## src/rtl/sao_pkg.sv

```systemverilog
// Shared definitions for the SAO edge-offset estimator: statistic widths,
// cost width helper and the controller state encoding.
package sao_pkg;

   localparam int NUM_ACCU_LEN  = 9;
   localparam int DIFF_CLIP_BIT = 4;
   localparam int MAG_MAX       = 7;

   // Signed cost width minus one, derived from the statistic widths.
   function automatic int cost_len_of(input int accu_len, input int clip_bit);
      return accu_len + clip_bit + 8;
   endfunction

   localparam int COST_LEN = cost_len_of(NUM_ACCU_LEN, DIFF_CLIP_BIT);

   typedef enum logic [1:0] {
      IDLE,
      CALC,
      PICK,
      DONE
   } sao_state_e;

endpackage

```

## src/rtl/sao_rnd_div3.sv

```systemverilog
// Serial rounding divider for offset magnitudes: q = min(7, floor(N/D)).
// Step 0 (start) latches operands and flags saturation, steps 1-3 resolve
// quotient bits 2..1 by restoring compare and bit 0 combinationally, so q is
// valid during the fourth cycle.
module sao_rnd_div3
   import sao_pkg::*;
#(
   parameter int dw = 16
) (
   input  logic          clk_slow,
   input  logic          rst_n,
   input  logic          start,
   input  logic [dw-1:0] N,
   input  logic [dw-1:0] D,
   output logic [2:0]    q,
   output logic          valid
);

   logic [1:0]    phase;
   logic [dw-1:0] rem;
   logic [dw-1:0] den;
   logic          sat;
   logic [1:0]    q_hi;
   logic          q_lo;
   logic [dw+2:0] n_x;
   logic [dw+2:0] rem_x;
   logic [dw+2:0] den2_x;
   logic [dw+2:0] den4_x;
   logic [dw+2:0] den8_x;

   // Widened operands for overflow-free compares, last quotient bit and result.
   always_comb begin
      n_x    = {3'b000, N};
      rem_x  = {3'b000, rem};
      den2_x = {2'b00, den, 1'b0};
      den4_x = {1'b0, den, 2'b00};
      den8_x = {D, 3'b000};
      q_lo   = (rem >= den);
      valid  = (phase == 2'd3);
      q      = sat ? 3'(MAG_MAX) : {q_hi, q_lo};
   end

   // Step sequencer: latch and saturation check, then two restoring steps.
   always_ff @(posedge clk_slow) begin
      // NOTE: state registers use non-blocking assignment so every register
      // samples the pre-edge value of its neighbours, as real flops do.
      if (!rst_n) begin
         phase <= 2'd0;
         rem   <= '0;
         den   <= '0;
         sat   <= 1'b0;
         q_hi  <= 2'b00;
      end else begin
         case (phase)
            2'd0: begin
               if (start) begin
                  rem   <= N;
                  den   <= D;
                  sat   <= (n_x >= den8_x);
                  q_hi  <= 2'b00;
                  phase <= 2'd1;
               end
            end
            2'd1: begin
               if (rem_x >= den4_x) begin
                  rem     <= rem - den4_x[dw-1:0];
                  q_hi[1] <= 1'b1;
               end
               phase <= 2'd2;
            end
            2'd2: begin
               if (rem_x >= den2_x) begin
                  rem     <= rem - den2_x[dw-1:0];
                  q_hi[0] <= 1'b1;
               end
               phase <= 2'd3;
            end
            default: phase <= 2'd0;
         endcase
      end
   end

endmodule

```

## src/rtl/sao_eo_offset_est.sv

```systemverilog
// SAO edge-offset estimator: snapshots per-category statistics on start,
// walks the 16 entries serially (4 cycles each) through the rounding divider,
// accumulates the distortion delta per EO class and picks the cheapest class.
module sao_eo_offset_est
   import sao_pkg::*;
#(
   parameter int num_accu_len  = NUM_ACCU_LEN,
   parameter int diff_clip_bit = DIFF_CLIP_BIT,
   parameter int n_eo_type     = 4,
   parameter int n_category    = 4,
   parameter int cost_len      = cost_len_of(num_accu_len, diff_clip_bit)
) (
   input  logic                                      clk_slow,
   input  logic                                      rst_n,
   input  logic                                      start,
   input  logic signed [num_accu_len+diff_clip_bit:0] sum_blk_CTU_DCI [n_eo_type][n_category],
   input  logic        [num_accu_len:0]               num_blk_CTU_DCI [n_eo_type][n_category],
   output logic                                      busy,
   output logic                                      done,
   output logic signed [3:0]                         eo_offset [n_eo_type][n_category],
   output logic signed [cost_len:0]                  eo_cost [n_eo_type],
   output logic        [1:0]                         best_eo_type
);

   localparam int sw = num_accu_len + diff_clip_bit + 1;
   localparam int nw = num_accu_len + 1;
   localparam int dw = sw + 2;
   localparam int cw = cost_len + 1;
   localparam int tw = (n_eo_type > 1) ? $clog2(n_eo_type) : 1;
   localparam int kw = (n_category > 1) ? $clog2(n_category) : 1;

   sao_state_e state;
   logic [1:0]    step;
   logic [tw-1:0] typ_idx;
   logic [kw-1:0] cat_idx;
   logic          accept;
   logic          last_entry;

   logic signed [sw-1:0] snap_sum [n_eo_type][n_category];
   logic        [nw-1:0] snap_num [n_eo_type][n_category];
   logic signed [3:0]    work_offset [n_eo_type][n_category];
   logic signed [cw-1:0] work_cost [n_eo_type];

   logic          div_start;
   logic [dw-1:0] div_n;
   logic [dw-1:0] div_d;
   logic [2:0]    div_q;
   logic          div_valid;

   logic signed [sw-1:0] s_cur;
   logic        [nw-1:0] n_cur;
   logic        [sw-1:0] abs_s;
   logic                 pos_cat;
   logic                 force_zero;
   logic        [2:0]    mag;
   logic signed [3:0]    ent_offset;
   logic        [cw-1:0] t_quad;
   logic        [cw-1:0] t_lin;
   logic signed [cw-1:0] ent_delta;

   logic        [1:0]    min_idx;
   logic signed [cw-1:0] min_val;

   assign accept     = (state == IDLE) && start;
   assign div_start  = (state == CALC) && (step == 2'd0);
   assign last_entry = (typ_idx == tw'(n_eo_type - 1)) &&
                       (cat_idx == kw'(n_category - 1)) && (step == 2'd3);

   // Capture the statistics at start acceptance; the run only sees this copy.
   always_ff @(posedge clk_slow) begin
      // NOTE: the snapshot is a plain data store fully written before use, so
      // it has no reset; clearing it would only add reset fan-out.
      if (accept) begin
         for (int t = 0; t < n_eo_type; t++) begin
            for (int c = 0; c < n_category; c++) begin
               snap_sum[t][c] <= sum_blk_CTU_DCI[t][c];
               snap_num[t][c] <= num_blk_CTU_DCI[t][c];
            end
         end
      end
   end

   // Per-entry datapath: divider operands, sign rules, offset and delta.
   always_comb begin
      // NOTE: every variable gets a value before any condition so no path
      // leaves one unassigned, which would infer a latch.
      s_cur      = snap_sum[typ_idx][cat_idx];
      n_cur      = snap_num[typ_idx][cat_idx];
      abs_s      = s_cur[sw-1] ? -s_cur : s_cur;
      pos_cat    = (int'(cat_idx) < 2);
      div_n      = dw'({abs_s, 1'b0}) + dw'(n_cur);
      div_d      = dw'({n_cur, 1'b0});
      force_zero = (n_cur == '0);
      if (pos_cat) begin
         if (s_cur[sw-1] || (s_cur == '0)) force_zero = 1'b1;
      end else begin
         if (!s_cur[sw-1]) force_zero = 1'b1;
      end
      mag        = force_zero ? 3'd0 : div_q;
      ent_offset = pos_cat ? $signed({1'b0, mag}) : -$signed({1'b0, mag});
      t_quad     = cw'(n_cur) * cw'(mag) * cw'(mag);
      t_lin      = cw'({abs_s, 1'b0}) * cw'(mag);
      ent_delta  = $signed(t_quad) - $signed(t_lin);
   end

   // Lowest-cost class; strict compare keeps the lowest index on ties.
   always_comb begin
      min_idx = 2'd0;
      min_val = work_cost[0];
      for (int i = 1; i < n_eo_type; i++) begin
         if (work_cost[i] < min_val) begin
            min_idx = 2'(i);
            min_val = work_cost[i];
         end
      end
   end

   sao_rnd_div3 #(
      .dw(dw)
   ) u_div (
      .clk_slow(clk_slow),
      .rst_n   (rst_n),
      .start   (div_start),
      .N       (div_n),
      .D       (div_d),
      .q       (div_q),
      .valid   (div_valid)
   );

   // Controller: entry walk, cost accumulation and result publication.
   always_ff @(posedge clk_slow) begin
      if (!rst_n) begin
         state        <= IDLE;
         busy         <= 1'b0;
         done         <= 1'b0;
         best_eo_type <= 2'd0;
         step         <= 2'd0;
         typ_idx      <= '0;
         cat_idx      <= '0;
         for (int t = 0; t < n_eo_type; t++) begin
            eo_cost[t]   <= '0;
            work_cost[t] <= '0;
            for (int c = 0; c < n_category; c++) begin
               eo_offset[t][c]   <= '0;
               work_offset[t][c] <= '0;
            end
         end
      end else begin
         case (state)
            IDLE: begin
               done <= 1'b0;
               if (start) begin
                  for (int t = 0; t < n_eo_type; t++) work_cost[t] <= '0;
                  step    <= 2'd0;
                  typ_idx <= '0;
                  cat_idx <= '0;
                  busy    <= 1'b1;
                  state   <= CALC;
               end
            end
            CALC: begin
               if (div_valid) begin
                  work_offset[typ_idx][cat_idx] <= ent_offset;
                  work_cost[typ_idx]            <= work_cost[typ_idx] + ent_delta;
               end
               step <= step + 2'd1;
               if (step == 2'd3) begin
                  if (cat_idx == kw'(n_category - 1)) begin
                     cat_idx <= '0;
                     if (!last_entry) typ_idx <= typ_idx + tw'(1);
                  end else begin
                     cat_idx <= cat_idx + kw'(1);
                  end
               end
               if (last_entry) state <= PICK;
            end
            PICK: begin
               for (int t = 0; t < n_eo_type; t++) begin
                  eo_cost[t] <= work_cost[t];
                  for (int c = 0; c < n_category; c++) eo_offset[t][c] <= work_offset[t][c];
               end
               best_eo_type <= min_idx;
               done         <= 1'b1;
               state        <= DONE;
            end
            DONE: begin
               done  <= 1'b0;
               busy  <= 1'b0;
               state <= IDLE;
            end
            default: state <= IDLE;
         endcase
      end
   end

endmodule
```

## config.mk

```make
export PLATFORM = sky130hd
export DESIGN_NAME = sao_eo_offset_est
export DESIGN_NICKNAME = d
export VERILOG_FILES = /design/src/rtl/sao_pkg.sv /design/src/rtl/sao_rnd_div3.sv /design/src/rtl/sao_eo_offset_est.sv
export SDC_FILE = /design/constraint.sdc
export NUM_CORES = 1
export LEC_CHECK = 0
export ABC_CLOCK_PERIOD_IN_PS = 17750
export CAP_MARGIN = 20
export CORE_MARGIN = 2
export CORE_UTILIZATION = 55
export DETAILED_ROUTE_END_ITERATION = 6
export PLACE_DENSITY = 0.89
export SYNTH_ARGS = -nofsm -noshare
export SYNTH_HDL_FRONTEND = slang
export SYNTH_SLANG_ARGS = --single-unit
```

## constraint.sdc

```tcl
create_clock -name clk_slow -period 17.75 [get_ports clk_slow]
set_input_delay 3.55 -clock clk_slow [delete_from_list [all_inputs] [get_ports clk_slow]]
set_output_delay 3.55 -clock clk_slow [all_outputs]
set_load 0.005 [all_outputs]
```

* After elaboration in Yosys (flattened, before gate mapping)
Memory sizes are Yosys's and may differ from the RTL's. A register that Yosys moved wholly into a read port is not among the register bits.
Cells that the tools add are included.
** Word-level totals
- Register bits :: 131
- Memory bits (writable) :: 536
- Input port bits :: 387
- Output and inout port bits :: 156
- Word-level logic and storage cells :: 173
- Memories kept :: 4
** Memories
- snap_sum :: words 4, bits a word 56, read ports 1, clocked after memory_dff 1, wr ports 4, line sao_eo_offset_est.sv:39 : logic signed [sw-1:0] snap_sum [n_eo_type][n_category];
- snap_num :: words 4, bits a word 40, read ports 1, clocked after memory_dff 1, wr ports 4, line sao_eo_offset_est.sv:40 : logic [nw-1:0] snap_num [n_eo_type][n_category];
- work_cost :: words 4, bits a word 22, read ports 5, clocked after memory_dff 1, wr ports 4, line sao_eo_offset_est.sv:42 : logic signed [cw-1:0] work_cost [n_eo_type];
- work_offset :: words 4, bits a word 16, read ports 4, clocked after memory_dff 4, wr ports 4, line sao_eo_offset_est.sv:41 : logic signed [3:0] work_offset [n_eo_type][n_category];
** Operators by class
- $add $sub $neg :: 10
- $mul :: 3
- Magnitude comparators :: 10
- Equal/unequal tests :: 17
- Mux-type cells :: 74
- Bitwise gates (word level) :: 5
- Reductions and logical operators :: 33
** Operators by type and width (number)
- $mux W22 :: 7
- $mux W16 :: 6
- $lt A22 B22 Y1 :: 3
- $pmux W16 S3 :: 1
- $mux W14 :: 3
- $mux W2 :: 20
- $bmux W14 S2 :: 1
- $add A22 B19 Y22 :: 1
- $reduce_or A22 Y1 :: 1
- $bmux W10 S2 :: 1
- $mux W10 :: 2
- $mux W1 :: 19
- $sub A16 B18 Y19 :: 1
- $mul A14 B3 Y17 :: 1
- $add A15 B10 Y16 :: 1
- $ge A16 B11 Y1 :: 1
- $ge A16 B12 Y1 :: 1
- $ge A16 B13 Y1 :: 1
- $ge A16 B14 Y1 :: 1
- $mul A13 B3 Y16 :: 1
- $reduce_or A16 Y1 :: 1
- $sub A16 B12 Y16 :: 1
- $sub A16 B13 Y16 :: 1
- $eq A2 B2 Y1 const B :: 7
- other kinds (32) :: 69

* Depth between registers and ports, before layout
- Word-level depth :: 14
- Depth in mapped cells :: 54
- Depth with buffers taken out :: 50

* By module
From an unflattened synthesis, not the netlist that was laid out.
** Unflattened totals
- Cells, all modules :: 2957
- Area, all modules :: 37684.9 µm²
** Modules (own cells, without submodules)
- sao_eo_offset_est :: instances 1, cells an instance 2460, area each 33852.5 µm²
- sao_rnd_div3 :: instances 1, cells an instance 497, area each 3832.4 µm²

* Worst setup path after synthesis
OpenSTA, ideal clock, no wires.
- Path kind :: in2reg
- From :: in start
- To :: mem work_cost[0][0] (netlist name), enable pin
- Library setup time :: 0.385 ns
- Arrival time :: 13.953 ns
- Data required time :: 17.365 ns
- Path slack :: 3.412 ns
- Cell stages on the path :: 3
- Path buffers :: 0
- Cells stage by stage :: and2_1 > nor2_1 > nand2_1
** RTL lines
- start: declaration :: line sao_eo_offset_est.sv:15 : input logic start,
- end: declaration :: line sao_eo_offset_est.sv:42

==> results by stage <==
Clocking:
- Buffers inserted during clock tree synthesis total 77.
- The tree is rooted in a clkbuf_16.
- The post-CTS setup buffer count is 0.
- TritonCTS built the clock tree.
- The H-tree was split into 3 levels.
- After clock tree synthesis, the clock-pin slew on the worst setup and hold paths is 0.06 ns.
- The maximum clock insertion buffer count is 3.
- After clock tree synthesis, the flow added hold-fix buffers numbering 0.
- The worst-skew pair later-pin latency is 0.67 ns.
- The number of gates resized after CTS is 0.
- The clock sink count is 733.

Timing:
- The final total negative setup slack is 0 ns.
- Across the routed clock network, the largest skew measured is 0.0481 ns.
- The worst path needs 12.82 ns of the cycle, external delays included.
- Of the available clock period, the critical path in the final layout requires 72.2%.
- The number of setup violations in the final report is 0.
- At the pin with the least slew margin, the transition time is 1.08 ns.
- Setup repair after global routing left no endpoint under its margin.
- The final hold violation count is 0.
- Static timing analysis puts the maximum clock frequency at 0.0780 GHz.
- Headroom to the max-slew limit came out at 27.7%.
- The number of pins exceeding their max-slew limit in the final report is 0.

Detailed routing:
- The mean number of vias per cell is 6.02.
- In the routed design, unresolved DRC markers number 0.
- The first routing iteration left 2855 violations.
- Dividing the detail-routed wire length by the instance count gives 24.5 um.
- The number of vias in the routed layout is 26200.
- The count of nets left with antenna violations after detail routing is 0.
- The first-pass iteration count of the detailed router is 6.
- The total routed wirelength is 107000 um.

Worst setup path:
- The count of cells along the worst register-to-register path is 44.
- Data on the critical path is required at its endpoint by 18.11 ns.
- In this design, the stage delay of the slowest critical-path cell is 0.81 ns.
- The kind of end point of the critical path is a flip-flop.
- The critical path data arrival time is 13.18 ns.
- The startpoint kind of the worst setup timing path is a flip-flop.
- The endpoint of the worst-slack reg-to-reg timing path is work_cost[3][21]$_SDFFCE_PN0P_.
- In this run the register-to-register setup slack is 4.93 ns.
- On the critical path, the stage with the largest delay is an instance of buf_4.
- The highest net fanout along the worst path is 46.
- The setup path with the least slack is of type flip-flop to flip-flop.

Yosys:
- Synthesis handed over a netlist of 2882 instances.
- The synthesized design contains 733 register bits.
- After synthesis, flip-flops and latches occupy 55.2% of the total area.
- For this run, the leading register cell type out of synthesis is edfxtp_1.
- The number of distinct standard cells referenced by the synthesized netlist is 79.
- The average instance in the mapped netlist occupies 12.6 um2.
- Yosys attributes the largest share of cell area to edfxtp_1 (44%), dfxtp_1 (11%), mux4_2 (7.8%).
- When the netlist entered floorplanning its net count stood at 3522.
- edfxtp_1 takes more of the synthesized area than any other cell.
- Counting flops with an async set or reset pin after synthesis yields a share of 0%.
- The top cell type's share of synthesized area is 44.3%.
- The most used standard cell by instance count after synthesis is edfxtp_1.
- Yosys mapped a number of flops with a built-in enable equal to 536.
- Sorting the synthesized cells by how often they occur yields edfxtp_1 (536), nor2_1 (407), nand2_1 (213).
- For this run, the number of Yosys warnings is 0.
- The synthesized area is 36300 um2.

Floorplanning:
- Pin placement for this block handled 543 I/O pins.
- The floorplan has 94 rows.
- Once the floorplan was initialized, standard cells occupied 55.4% of the core.
- The die is 261 um wide.
- In this run the vertical extent of the chip is 261 um.
- The die area is 68100 um2.
- The core area is 65600 um2.

Power and ir drop:
- The net switching component of the power is 3.56 mW.
- The portion of total power attributed to the clock network is 19.8%.
- The internal power of the cells totals 4.91 mW.
- The final total power is 8.47 mW.
- In this run the power density over the cells is 187 nW/um2.
- The combinational fraction of design power is 51.2%.
- The sequential group share of total power is 28.9%.
- The maximum vdd drop is 0.000239 V.
- In this run the static leakage power is 16.7 nW.
- The switching part of the total power is 42.0%.

Worst hold path:
- The worst hold path begins at u_div.den[7]$_SDFFE_PN0P_.
- The path type of the worst min-delay path is flip-flop to flip-flop.
- The end of the worst hold path is u_div.den[7]$_SDFFE_PN0P_.
- The worst hold path passes through 2 cells.

Finish:
- The synthesis-to-layout area growth is 24.9%.
- At the end of the flow the core is filled with cells to 69.2%.
- The layout net count is 4051.
- The share of post-route cells with drive strength above 1 is 8.81%.

Run status:
- The run finished with clean final reports.

Global route:
- The first global-routing pass estimated 157000 um of wire.
- The pin count of the biggest net entering global routing is 100.
- Global routing used 30.8% of the available tracks.
- The total grt overflow is 0.
- The number of global-route vias before repair was 26000.
- The number of antenna violations at the first check in global routing is 19.

Placement:
- The count of buffers added on input and output ports is 542.
- The congestion estimate from routability-driven global placement came to 0.928.
- Once detailed placement completed, the half-perimeter wirelength came to 74400 um.

Flow run:
- Max-cap violations in this run came to 0.
## cell families after synthesis
group,synth area share (%)
DFF,55.2
muxes,13.1
buffers and inverters,3.43
xor gates and xnor gates,2.19
adders and majority gates,9.75
AOI/OAI and AO/OA,6.69
and+or+nand+nor,9.67
## worst max-delay path, delay by kind of cell, from the launching register on
family / cells / cell delay, ns
AOI/OAI and AO/OA: 17 / 3.57
xor gates and xnor gates: 4 / 0.70
adders and majority gates: 7 / 2.91
buffers and inverters: 7 / 2.33
DFF: 1 / 0.60
muxes: 2 / 1.12
and+or+nand+nor: 7 / 1.23
## sequential cells by signal (all words and copies together) (netlist names), named ones only
register / flops
snap_num: 160
u_div.sat: 1
eo_offset: 64
u_div.rem: 16
busy: 1
eo_cost: 88
step: 2
typ_idx: 2
work_cost: 88
cat_idx: 2
u_div.q_hi: 2
done: 1
snap_sum: 224
u_div.phase: 2
state: 2
work_offset: 64
best_eo_type: 2
u_div.den: 10
## how the worst max path moves through the flow
stage	start	end	slack [ns]
floorplan	start	work_cost[0][0]$_SDFFCE_PN0P_	3.41
global placement	flip-flop	work_cost[0][21]$_SDFFCE_PN0P_	5.33
detailed placement	flip-flop	work_cost[0][21]$_SDFFCE_PN0P_	5.11
CTS	flip-flop	work_cost[0][21]$_SDFFCE_PN0P_	5.07
global route	flip-flop	work_cost[2][21]$_SDFFCE_PN0P_	4.04
finish	flip-flop	work_cost[3][21]$_SDFFCE_PN0P_	4.93
## metrics by stage
step                      cell area, um2  setup WS (ns)  hold slack (ns)  cells
after detailed placement           42500           5.11            0.447   4190
after global placement             42500           5.33            0.443   4189
after floorplan                    36300           3.41            0.436   2882
final                              45400           4.93            0.457   4356
after CTS                          45200           5.07            0.458   4331
after global routing               45400           4.04            0.484   4354
## per-layer routing
| layer | vias to the layer above | wire length, um | GRT usage, % |
|---|---|---|---|
| li1 | 11600 | - | - |
| met1 | 12900 | 39000 | 37.6 |
| met2 | 1483 | 52700 | 52.0 |
| met3 | 289 | 9240 | 6.34 |
| met4 | 6 | 5760 | 16.4 |
| met5 | - | 41 | 0 |
## layout by cell type, fill, tap and decap left out, types with 10 or more instances in the layout
master           instances
nand4_1                 14
or3_1                   14
nand2_1                213
xnor2_1                 57
a21o_1                  26
a22oi_1                 16
mux2i_1                178
mux4_2                 126
o21ai_0                 86
o21a_1                  16
a21oi_1                111
diode_2                 19
clkinv_2                10
nor2b_1                 31
a211oi_1                17
buf_4                   23
o211ai_1                11
o21bai_1                19
nor2_1                 407
and3_1                  12
dfxtp_1                194
nor3_1                  28
nand2b_1                11
inv_1                  181
ha_1                   202
fa_1                    50
clkbuf_1                20
and2_1                  17
edfxtp_1               536
xor2_1                  30
nand3_1                 29
clkdlybuf4s50_1        542
clkbuf_16               77
## layout make-up
type | count | area, um2
multi-input combinational | 1841 | 15100
antenna | 19 | 47.5
sequential | 733 | 20000
timing repair buffer | 571 | 5760
fill | 4372 | 20200
clock buffer | 104 | 2100
tap | 864 | 1080
inverter | 187 | 707
clock inverter | 37 | 548
## power by group through the flow
stage	Sequential, mW	Clock (mW)	Combinational [mW]
after floorplan	2.49	0	3.12
after global placement	2.44	0	4.08
after detailed placement	2.46	0	4.19
after CTS	2.44	1.70	4.24
after global routing	2.46	1.76	4.77
final	2.45	1.68	4.34
(Power assumes the default switching activity.)
